[src/rtl/ctr_sched.sv]
// ctr_sched: round-robin scheduler sharing one counter between NREQ requesters.
// Each granted job programs the counter stop value, clears the counter for one
// cycle, releases it and waits for done (or a timeout). It then reports the
// elapsed RUN cycles tagged with the requester id.
//
// state | meaning
// IDLE  | arbitrate over req_valid, grant one requester
// CLEAR | counter held cleared with the new stop value applied
// RUN   | counter released, run count k advances until done or timeout
// RESP  | completion presented until resp_ready
`timescale 1ns/1ps
module ctr_sched #(
  parameter int NREQ       = 4,
  parameter int STOP_WIDTH = 1,
  parameter int CYC_WIDTH  = 16,
  parameter int TIMEOUT    = 1000,
  parameter int IDW        = (NREQ > 1) ? $clog2(NREQ) : 1
) (
  input  logic                       clk,
  input  logic                       reset_l,
  input  logic [NREQ-1:0]            req_valid,
  output logic [NREQ-1:0]            req_ready,
  input  logic [NREQ*STOP_WIDTH-1:0] req_stop,
  output logic                       resp_valid,
  input  logic                       resp_ready,
  output logic [IDW-1:0]             resp_id,
  output logic [CYC_WIDTH-1:0]       resp_cycles,
  output logic                       resp_err,
  output logic                       cnt_clr_l,
  output logic [STOP_WIDTH-1:0]      cnt_stop,
  input  logic                       cnt_done,
  output logic                       busy
);

  typedef enum logic [1:0] {IDLE, CLEAR, RUN, RESP} state_t;

  localparam logic [CYC_WIDTH-1:0] TIMEOUT_C = CYC_WIDTH'(TIMEOUT);
  localparam logic [IDW:0]         NREQ_C    = (IDW+1)'(NREQ);
  localparam logic [IDW-1:0]       LAST_ID   = IDW'(NREQ - 1);

  state_t                state;
  state_t                state_nxt;
  logic [IDW-1:0]        rr_ptr;
  logic [IDW-1:0]        grant_id;
  logic                  grant_found;
  logic                  accept;
  logic [IDW:0]          arb_sum;
  logic [IDW-1:0]        arb_idx;
  logic [CYC_WIDTH-1:0]  run_k;
  logic                  run_timeout;
  logic [STOP_WIDTH-1:0] stop_arr [NREQ];

  // Unpack the flat stop bus into one slice per requester.
  for (genvar gi = 0; gi < NREQ; gi++) begin : g_stop
    assign stop_arr[gi] = req_stop[gi*STOP_WIDTH +: STOP_WIDTH];
  end

  assign accept      = |(req_valid & req_ready);
  assign run_timeout = (run_k == TIMEOUT_C);

  // Round-robin search: first valid requester starting from rr_ptr, wrapping.
  always_comb begin
    grant_found = 1'b0;
    grant_id    = '0;
    arb_sum     = '0;
    arb_idx     = '0;
    for (int i = 0; i < NREQ; i++) begin
      arb_sum = {1'b0, rr_ptr} + (IDW+1)'(i);
      if (arb_sum >= NREQ_C) arb_sum = arb_sum - NREQ_C;
      arb_idx = arb_sum[IDW-1:0];
      if (!grant_found && req_valid[arb_idx]) begin
        grant_found = 1'b1;
        grant_id    = arb_idx;
      end
    end
  end

  // State register.
  always_ff @(posedge clk or negedge reset_l) begin
    if (!reset_l) state <= IDLE;
    else          state <= state_nxt;
  end

  // Next-state logic; done wins over timeout in the same RUN cycle.
  always_comb begin
    state_nxt = state;
    case (state)
      IDLE:    if (accept) state_nxt = CLEAR;
      CLEAR:   state_nxt = RUN;
      RUN:     if (cnt_done || run_timeout) state_nxt = RESP;
      RESP:    if (resp_ready) state_nxt = IDLE;
      default: state_nxt = IDLE;
    endcase
  end

  // State-decoded outputs: grant only in IDLE, completion only in RESP.
  always_comb begin
    req_ready = '0;
    if (state == IDLE && grant_found) req_ready[grant_id] = 1'b1;
    resp_valid = (state == RESP);
    busy       = (state != IDLE);
  end

  // Job datapath: latch the grant, drive the counter, time the run.
  always_ff @(posedge clk or negedge reset_l) begin
    if (!reset_l) begin
      rr_ptr      <= '0;
      cnt_clr_l   <= 1'b0;
      cnt_stop    <= '0;
      resp_id     <= '0;
      resp_cycles <= '0;
      resp_err    <= 1'b0;
      run_k       <= '0;
    end else begin
      // Registered so the counter sees its release exactly on the first RUN cycle.
      cnt_clr_l <= (state_nxt == RUN);
      if (accept) begin
        cnt_stop <= stop_arr[grant_id];
        resp_id  <= grant_id;
        rr_ptr   <= (grant_id == LAST_ID) ? '0 : grant_id + 1'b1;
      end
      case (state)
        CLEAR: run_k <= '0;
        RUN: begin
          if (cnt_done) begin
            resp_cycles <= run_k;
            resp_err    <= 1'b0;
          end else if (run_timeout) begin
            resp_cycles <= TIMEOUT_C;
            resp_err    <= 1'b1;
          end else begin
            run_k <= run_k + 1'b1;
          end
        end
        default: ;
      endcase
    end
  end

endmodule

[config.mk]
export PLATFORM = sky130hd
export DESIGN_NAME = ctr_sched
export DESIGN_NICKNAME = d
export VERILOG_FILES = /design/src/rtl/ctr_sched.sv
export SDC_FILE = /design/constraint.sdc
export NUM_CORES = 1
export LEC_CHECK = 0
export BUFFER_PORTS_ARGS = -buffer_cell sky130_fd_sc_hd__buf_2
export CAP_MARGIN = 20
export CELL_PAD_IN_SITES_DETAIL_PLACEMENT = 0
export CELL_PAD_IN_SITES_GLOBAL_PLACEMENT = 1
export CORE_UTILIZATION = 45
export DETAILED_ROUTE_END_ITERATION = 10
export GPL_TIMING_DRIVEN = 0
export PLACE_DENSITY = 0.88
export SYNTH_ARGS = -nofsm -noshare
export SYNTH_HDL_FRONTEND = slang
export SYNTH_SLANG_ARGS = --single-unit
[constraint.sdc]
create_clock -name clk -period 3 [get_ports clk]
set_input_delay 0.15 -clock clk [delete_from_list [all_inputs] [get_ports clk]]
set_output_delay 0.15 -clock clk [all_outputs]
set_load 0.02 [all_outputs]
==> flow_metrics.tcl, run 1 <==
set metrics [dict create \
    rows 24 \
    dpl_cell_area_mm2 0.00231 \
    fmax_ghz 0.417 \
    ctsHoldBuffers 0 \
    syn_area_per_cell_um2 10.2 \
    cp_slowest_cell "nor3_1" \
    start_kind "flip-flop" \
    vias 1622 \
    rsz0062_at_grt "no" \
    synth_edf_count 0 \
    nFillCells 426 \
    power_w 0.00195 \
    antenna_found_initial 0 \
    grt_overflow_total 0 \
    finalHoldViolations 41 \
    synth.net_count 220 \
    grt_pass1_vias 1475 \
    synth_top_cell_area_share 0.500 \
    final_cell_area_mm2 0.00239 \
    yosysMostFrequentCell "dfrtp_1" \
    numCtsBuffers 5 \
    drt-initial-drc-count 119 \
    grt_use_total 0.192 \
    r2r_cells 10 \
    max_cap_viol_count 0 \
    leakage_nw 1.21 \
    worstSetupStartpoint "rr_ptr[1]$_DFFE_PN0P_" \
    drc 0 \
    cts_root_buffer "clkbuf_8" \
    coreArea_mm2 0.00435 \
    yosysSeqAreaShare 0.500 \
    crit_type "flip-flop to flip-flop" \
    setup_viol 0 \
    fin_skew_ns 0.00692 \
    routed_wirelength_um 4290 \
    firstDrtPassIters 4 \
    peakVddDrop_v 0.000518 \
    ys_types 48 \
    required_ns 3.21 \
    area_growth_pct 16.7 \
    synth_top_cell_by_area "dfrtp_1" \
    gp_congestion 0.796 \
    violations "negative hold slack" \
    status "complete, but fails checks" \
    tightest_slew_ns 0.891 \
    path_cells "mux2i_1 -> nor2_1 -> nor3_1 -> inv_1 -> ha_1 -> a22oi_1 -> nand2_1 -> and2_1 -> nand2_1 -> a21boi_0" \
    synth.area.top_cells "dfrtp_1 50%, nand2_1 4.4%, ha_1 3.7%" \
    nets 265 \
    boundaryPins 39 \
    grt_pass1_wl_um 7220 \
    clockBufferDepth 2 \
    netlist_area_mm2 0.00205 \
    antenna_cells 0 \
    die_w_um 69.5 \
    synth_commonest_cells "41 x dfrtp_1, 24 x nand2_1, 13 x nor2_1" \
    cts_htree_levels 2 \
    end_kind "flip-flop" \
    grt_start_max_net_pins 42 \
    relSlewSlack 0.406 \
    cts.sinks 41 \
    hpwl_um 3160 \
    synth_ff_type "dfrtp_1" \
    fin_crit_sh 0.799 \
    yosysWarnings 0 \
    hold_slack_ns -0.0214 \
    cp_top_family "simple AND/OR/NAND/NOR gates" \
    hold_class "input port to async pin" \
    clock_latency_ns 0.29 \
    crit_buf_inv 1 \
    worstReg2RegEnd "rr_ptr[0]$_DFFE_PN0P_" \
    cts_setup_buffers 0 \
    utilization 0.549 \
    r2r_setup_slack_ns 0.60 \
    critPathMaxFanout 6 \
    drtAntennaViolNets 0 \
    chipHeight_um 69.5 \
    crit_cells 10 \
    fin_setup_tns_ns 0 \
    power.density_mw_per_mm2 815 \
    drv_slew 0 \
    crit_top_cell "nand2_1" \
    viasPerCell 5.41 \
    period_minus_slack_ns 2.40 \
    cpPeakStageDelay_ns 0.51 \
    multi_input_area_um2 958 \
    ys_ff_latch 41 \
    worstPathArrival_ns 2.61 \
    async_flop_share 1.00 \
    regArea_mm2 0.00103 \
    syn_inst 202 \
    drive_gt1_frac 0.238 \
    portBuffers 38 \
    die_area_mm2 0.00483 \
    clkSlewWorstSetupHoldPaths_ns 0.08 \
    wl_per_cell_um 14.3 \
    cts-resized-gates 0 \
    tritoncts "built" \
    crit_end "rr_ptr[0]$_DFFE_PN0P_" \
    r2r-start "rr_ptr[1]$_DFFE_PN0P_" \
    initial_core_util 0.471 \
]
==> layer usage <==
| layer | part of all wire | global-route usage | vias up |
|---|---|---|---|
| li1 | - | - | 820 |
| met1 | 0.52 | 0.278 | 766 |
| met2 | 0.43 | 0.280 | 30 |
| met5 | 0 | 0 | - |
| met4 | 0.015 | 0.0680 | 0 |
| met3 | 0.032 | 0.0480 | 6 |
==> placed cells by master (no fill, tap or decap), types with 2 or more instances in the layout <==
cell type   n
inv_1       9
o21a_1      3
a31oi_1     3
nor3b_1     2
clkbuf_8    5
a22oi_1     2
a22o_1      8
nand2b_1    3
and3_1      2
clkinv_2    2
o21ai_1    11
a21oi_1     6
nand3_1     7
and2_1      6
dfrtp_1    41
nand2_1    24
buf_2      40
mux2i_1     6
ha_1        6
nor3_2      2
nor3_1      3
clkbuf_1    2
nor2_1     13
o22a_1      7
nand4_1     5
xor2_1      2
o21ai_0     4
==> through the flow <==
| step | instances | hold slack, ns | setup slack, ns |
|---|---|---|---|
| finish | 300 | -0.0214 | 0.602 |
| global route | 300 | 0.0364 | 0.313 |
| CTS | 300 | 0.00311 | 0.581 |
| detailed placement | 292 | 0.330 | 0.595 |
| global placement | 292 | 0.320 | 0.621 |
| floorplan | 202 | -0.146 | 0.940 |
==> layout make-up <==
type | count | area share
flip-flops and latches | 41 | 0.429
multi-input cells | 146 | 0.401
repair buffers | 38 | 0.0795
clock buffers | 5 | 0.0288
well taps | 52 | 0.0272
inverters | 10 | 0.0157
plain buffers | 5 | 0.0120
clock inverters | 3 | 0.00732
==> flip-flops by register name, summed over array words and instances (netlist names) <==
signal / count
state: 2
cnt_clr_l: 1
run_k: 16
rr_ptr: 2
resp_id: 2
resp_cycles: 16
cnt_stop: 1
resp_err: 1
==> power breakdown <==
group	leakage [nW]	switching (W)	internal, W
Clock	0.0439	0.000185	0.000160
Sequential	0.538	0.000111	0.000691
Combinational	0.623	0.000503	0.000298
==> worst min path at each step <==
stage,from,end,slack (ns),depth (start not counted)
after floorplan,reset_l,cnt_clr_l$_DFF_PN0_,-0.15,0
after global placement,reset_l,resp_cycles[9]$_DFFE_PN0P_,0.32,1
after detailed placement,reset_l,resp_cycles[9]$_DFFE_PN0P_,0.33,1
after CTS,reset_l,run_k[1]$_DFFE_PN0P_,0.003,1
after global routing,resp_ready,state[1]$_DFF_PN0_,0.04,2
final,reset_l,resp_cycles[9]$_DFFE_PN0P_,-0.02,1
==> logic make-up (layout without fill, tap and decap cells) <==
| group | Yosys count | count (layout) | share of synthesized area |
|---|---|---|---|
| simple gates | 78 | 78 | 0.205 |
| compound gates | 53 | 53 | 0.184 |
| flops | 41 | 41 | 0.500 |
| buf+inv | 15 | 61 | 0.0323 |
| fa+ha+maj | 6 | 6 | 0.0366 |
| mux | 6 | 6 | 0.0293 |
| xor+xnor | 3 | 3 | 0.0128 |
==> worst register-to-register path, delay by kind of cell, from the launching register on <==
kind | cells | cell delay, ns
fa+ha+maj | 1 | 0.23
mux | 1 | 0.21
compound gates | 2 | 0.35
simple gates | 5 | 0.95
buf+inv | 1 | 0.13
flops | 1 | 0.44
Note: power is estimated with default switching activity, not from simulation.
==> run 2, diff against run 1 <==
--- a/config.mk
+++ b/config.mk
@@ -9,10 +9,10 @@
 export CAP_MARGIN = 20
 export CELL_PAD_IN_SITES_DETAIL_PLACEMENT = 0
 export CELL_PAD_IN_SITES_GLOBAL_PLACEMENT = 1
-export CORE_UTILIZATION = 45
+export CORE_UTILIZATION = 38
 export DETAILED_ROUTE_END_ITERATION = 10
 export GPL_TIMING_DRIVEN = 0
-export PLACE_DENSITY = 0.88
+export PLACE_DENSITY = 0.8
 export SYNTH_ARGS = -nofsm -noshare
 export SYNTH_HDL_FRONTEND = slang
 export SYNTH_SLANG_ARGS = --single-unit
==> constraint.sdc (replaced) <==
create_clock -name clk -period 2.19 [get_ports clk]
set_input_delay 0.1095 -clock clk [delete_from_list [all_inputs] [get_ports clk]]
set_output_delay 0.1095 -clock clk [all_outputs]
set_load 0.02 [all_outputs]
==> run 2 against run 1 <==
The flow now finishes without violations. Sequential power is 36% higher. Die area is 18% higher. Flip-flop and latch count stayed put. Non-clock buffer count is 5 higher. Largest power group is now combinational cells. Highest routed layer unchanged.
==> flow_metrics.tcl, run 2 (synthesis gave the netlist of run 1 again) <==
set metrics [dict create \
    p_seq_frac 0.383 \
    viasPerCell 5.21 \
    fin_setup_tns_ns 0 \
    pwr-share-comb 0.401 \
    cts_root_buffer "clkbuf_8" \
    firstDrtPassIters 4 \
    cpPeakStageDelay_ns 0.41 \
    required_ns 2.35 \
    routed_wirelength_um 4460 \
    worstReg2RegEnd "cnt_stop$_DFFE_PN0P_" \
    holdPathEnd "cnt_stop$_DFFE_PN0P_" \
    gp_congestion 0.763 \
    drv_slew 0 \
    fmax_ghz 0.491 \
    boundaryPins 39 \
    worstPathArrival_ns 2.19 \
    hpwl_um 3270 \
    vias 1683 \
    grt_overflow_total 0 \
    leakage_nw 1.25 \
    portBuffers 38 \
    cp_top_family "compound AO/OA/AOI/OAI gates" \
    clkSlewWorstSetupHoldPaths_ns 0.07 \
    end_kind "flip-flop" \
    fin_crit_sh 0.929 \
    rows 26 \
    hold_slack_ns 0.150 \
    crit_type "flip-flop to flip-flop" \
    swShare 0.384 \
    drt-initial-drc-count 97 \
    area_growth_pct 22.3 \
    r2r_cells 10 \
    status "complete, no violations" \
    path_cells "a21oi_1 -> o21a_1 -> o22a_2 -> buf_4 -> ha_1 -> a22oi_1 -> nand2_1 -> and2_1 -> nand2_2 -> o221ai_1" \
    chipHeight_um 75.5 \
    power.density_mw_per_mm2 1140 \
    antenna_found_initial 0 \
    drc 0 \
    utilization 0.488 \
    grt_pass1_wl_um 7250 \
    drtAntennaViolNets 0 \
    rsz0062_at_grt "no" \
    tightest_slew_ns 0.890 \
    cp_slowest_cell "dfrtp_2" \
    hold_class "input port to flip-flop" \
    tritoncts "built" \
    drive_gt1_frac 0.265 \
    r2r-start "rr_ptr[1]$_DFFE_PN0P_" \
    die_w_um 75.5 \
    grt_start_max_net_pins 42 \
    max_cap_viol_count 0 \
    finalHoldViolations 0 \
    grt_pass1_vias 1488 \
    start_kind "flip-flop" \
    p_int_w 0.00176 \
    die_area_mm2 0.00569 \
    peakVddDrop_v 0.000537 \
    switchingPower_w 0.00110 \
    p_clk_frac 0.217 \
    power_w 0.00286 \
    crit_buf_inv 1 \
    cts_htree_levels 2 \
    clock_latency_ns 0.29 \
    relSlewSlack 0.407 \
    r2r_setup_slack_ns 0.16 \
    fin_skew_ns 0.00237 \
    period_minus_slack_ns 2.03 \
    layout_common_cells "40 x buf_2, 40 x dfrtp_1, 23 x nand2_1" \
    holdPathStages 3 \
    setup_viol 0 \
    wl_per_cell_um 13.8 \
    largestRegisters "resp_cycles (16), run_k (16)" \
    initial_core_util 0.399 \
    nets 270 \
    hp-start "req_stop[1]" \
    antenna_cells 0 \
    cts.sinks 41 \
    clockBufferDepth 2 \
    critPathMaxFanout 6 \
    grt_use_total 0.171 \
    coreArea_mm2 0.00514 \
    numCtsBuffers 5 \
]
==> run 2: final cells by class <==
cell class	instances	area, µm²
timing repair buffer	43	233
inverter	10	37.5
sequential	41	1030
clock inverter	1	30.0
clock buffer	7	86.3
buffer	5	28.8
multi-input combinational	146	978
fill	514	2630
tap	70	87.6
==> run 2: power by group through the flow <==
stage          combinational (W)  clock (W)  sequential (W)
2_1_floorplan           0.000626          0         0.00124
3_3_place_gp             0.00110          0         0.00110
3_5_place_dp             0.00111          0         0.00111
4_1_cts                  0.00112   0.000641         0.00109
5_1_grt                  0.00127   0.000666         0.00113
6_report                 0.00115   0.000620         0.00109
==> run 2: worst min-delay path, cell delays in order <==
cell,delay (ns)
buf_2,0.08
mux2i_1,0.06
o221ai_1,0.16
==> run 2: what timing repair did <==
item / 4_1_cts / 5_1_grt
hold buffers: 2 / 0
hold endpoints to repair: 42 / 0
pin swaps: 1 / 2
gates resized for setup: 1 / 7
buffers inserted: 0 / 3
setup endpoints to repair: 8 / 17
==> run 2: layer usage <==
metal | wire length, µm | global-route usage | up-vias
li1 | - | - | 831
met1 | 2150 | 0.236 | 828
met2 | 2150 | 0.270 | 18
met3 | 95 | 0.0357 | 6
met4 | 70 | 0.0556 | 0
met5 | 0 | 0 | -
==> run 2: how the worst max path moves through the flow <==
stage	start	to	slack, ns	cells after the start
2_1_floorplan	rr_ptr[1]$_DFFE_PN0P_	cnt_stop$_DFFE_PN0P_	0.13	10
3_3_place_gp	rr_ptr[1]$_DFFE_PN0P_	cnt_stop$_DFFE_PN0P_	-0.15	10
3_5_place_dp	rr_ptr[1]$_DFFE_PN0P_	cnt_stop$_DFFE_PN0P_	-0.13	10
4_1_cts	rr_ptr[1]$_DFFE_PN0P_	cnt_stop$_DFFE_PN0P_	0.02	10
5_1_grt	rr_ptr[1]$_DFFE_PN0P_	cnt_stop$_DFFE_PN0P_	0.0002	10
6_report	rr_ptr[1]$_DFFE_PN0P_	cnt_stop$_DFFE_PN0P_	0.16	10
==> run 2: per-stage QoR <==
step / instance area [µm²] / setup WS [ns] / std cells
final: 2510 / 0.155 / 323
after global routing: 2510 / 0.000215 / 323
after CTS: 2470 / 0.0166 / 320
after detailed placement: 2330 / -0.126 / 310
after global placement: 2330 / -0.146 / 310
after floorplan: 2050 / 0.130 / 202
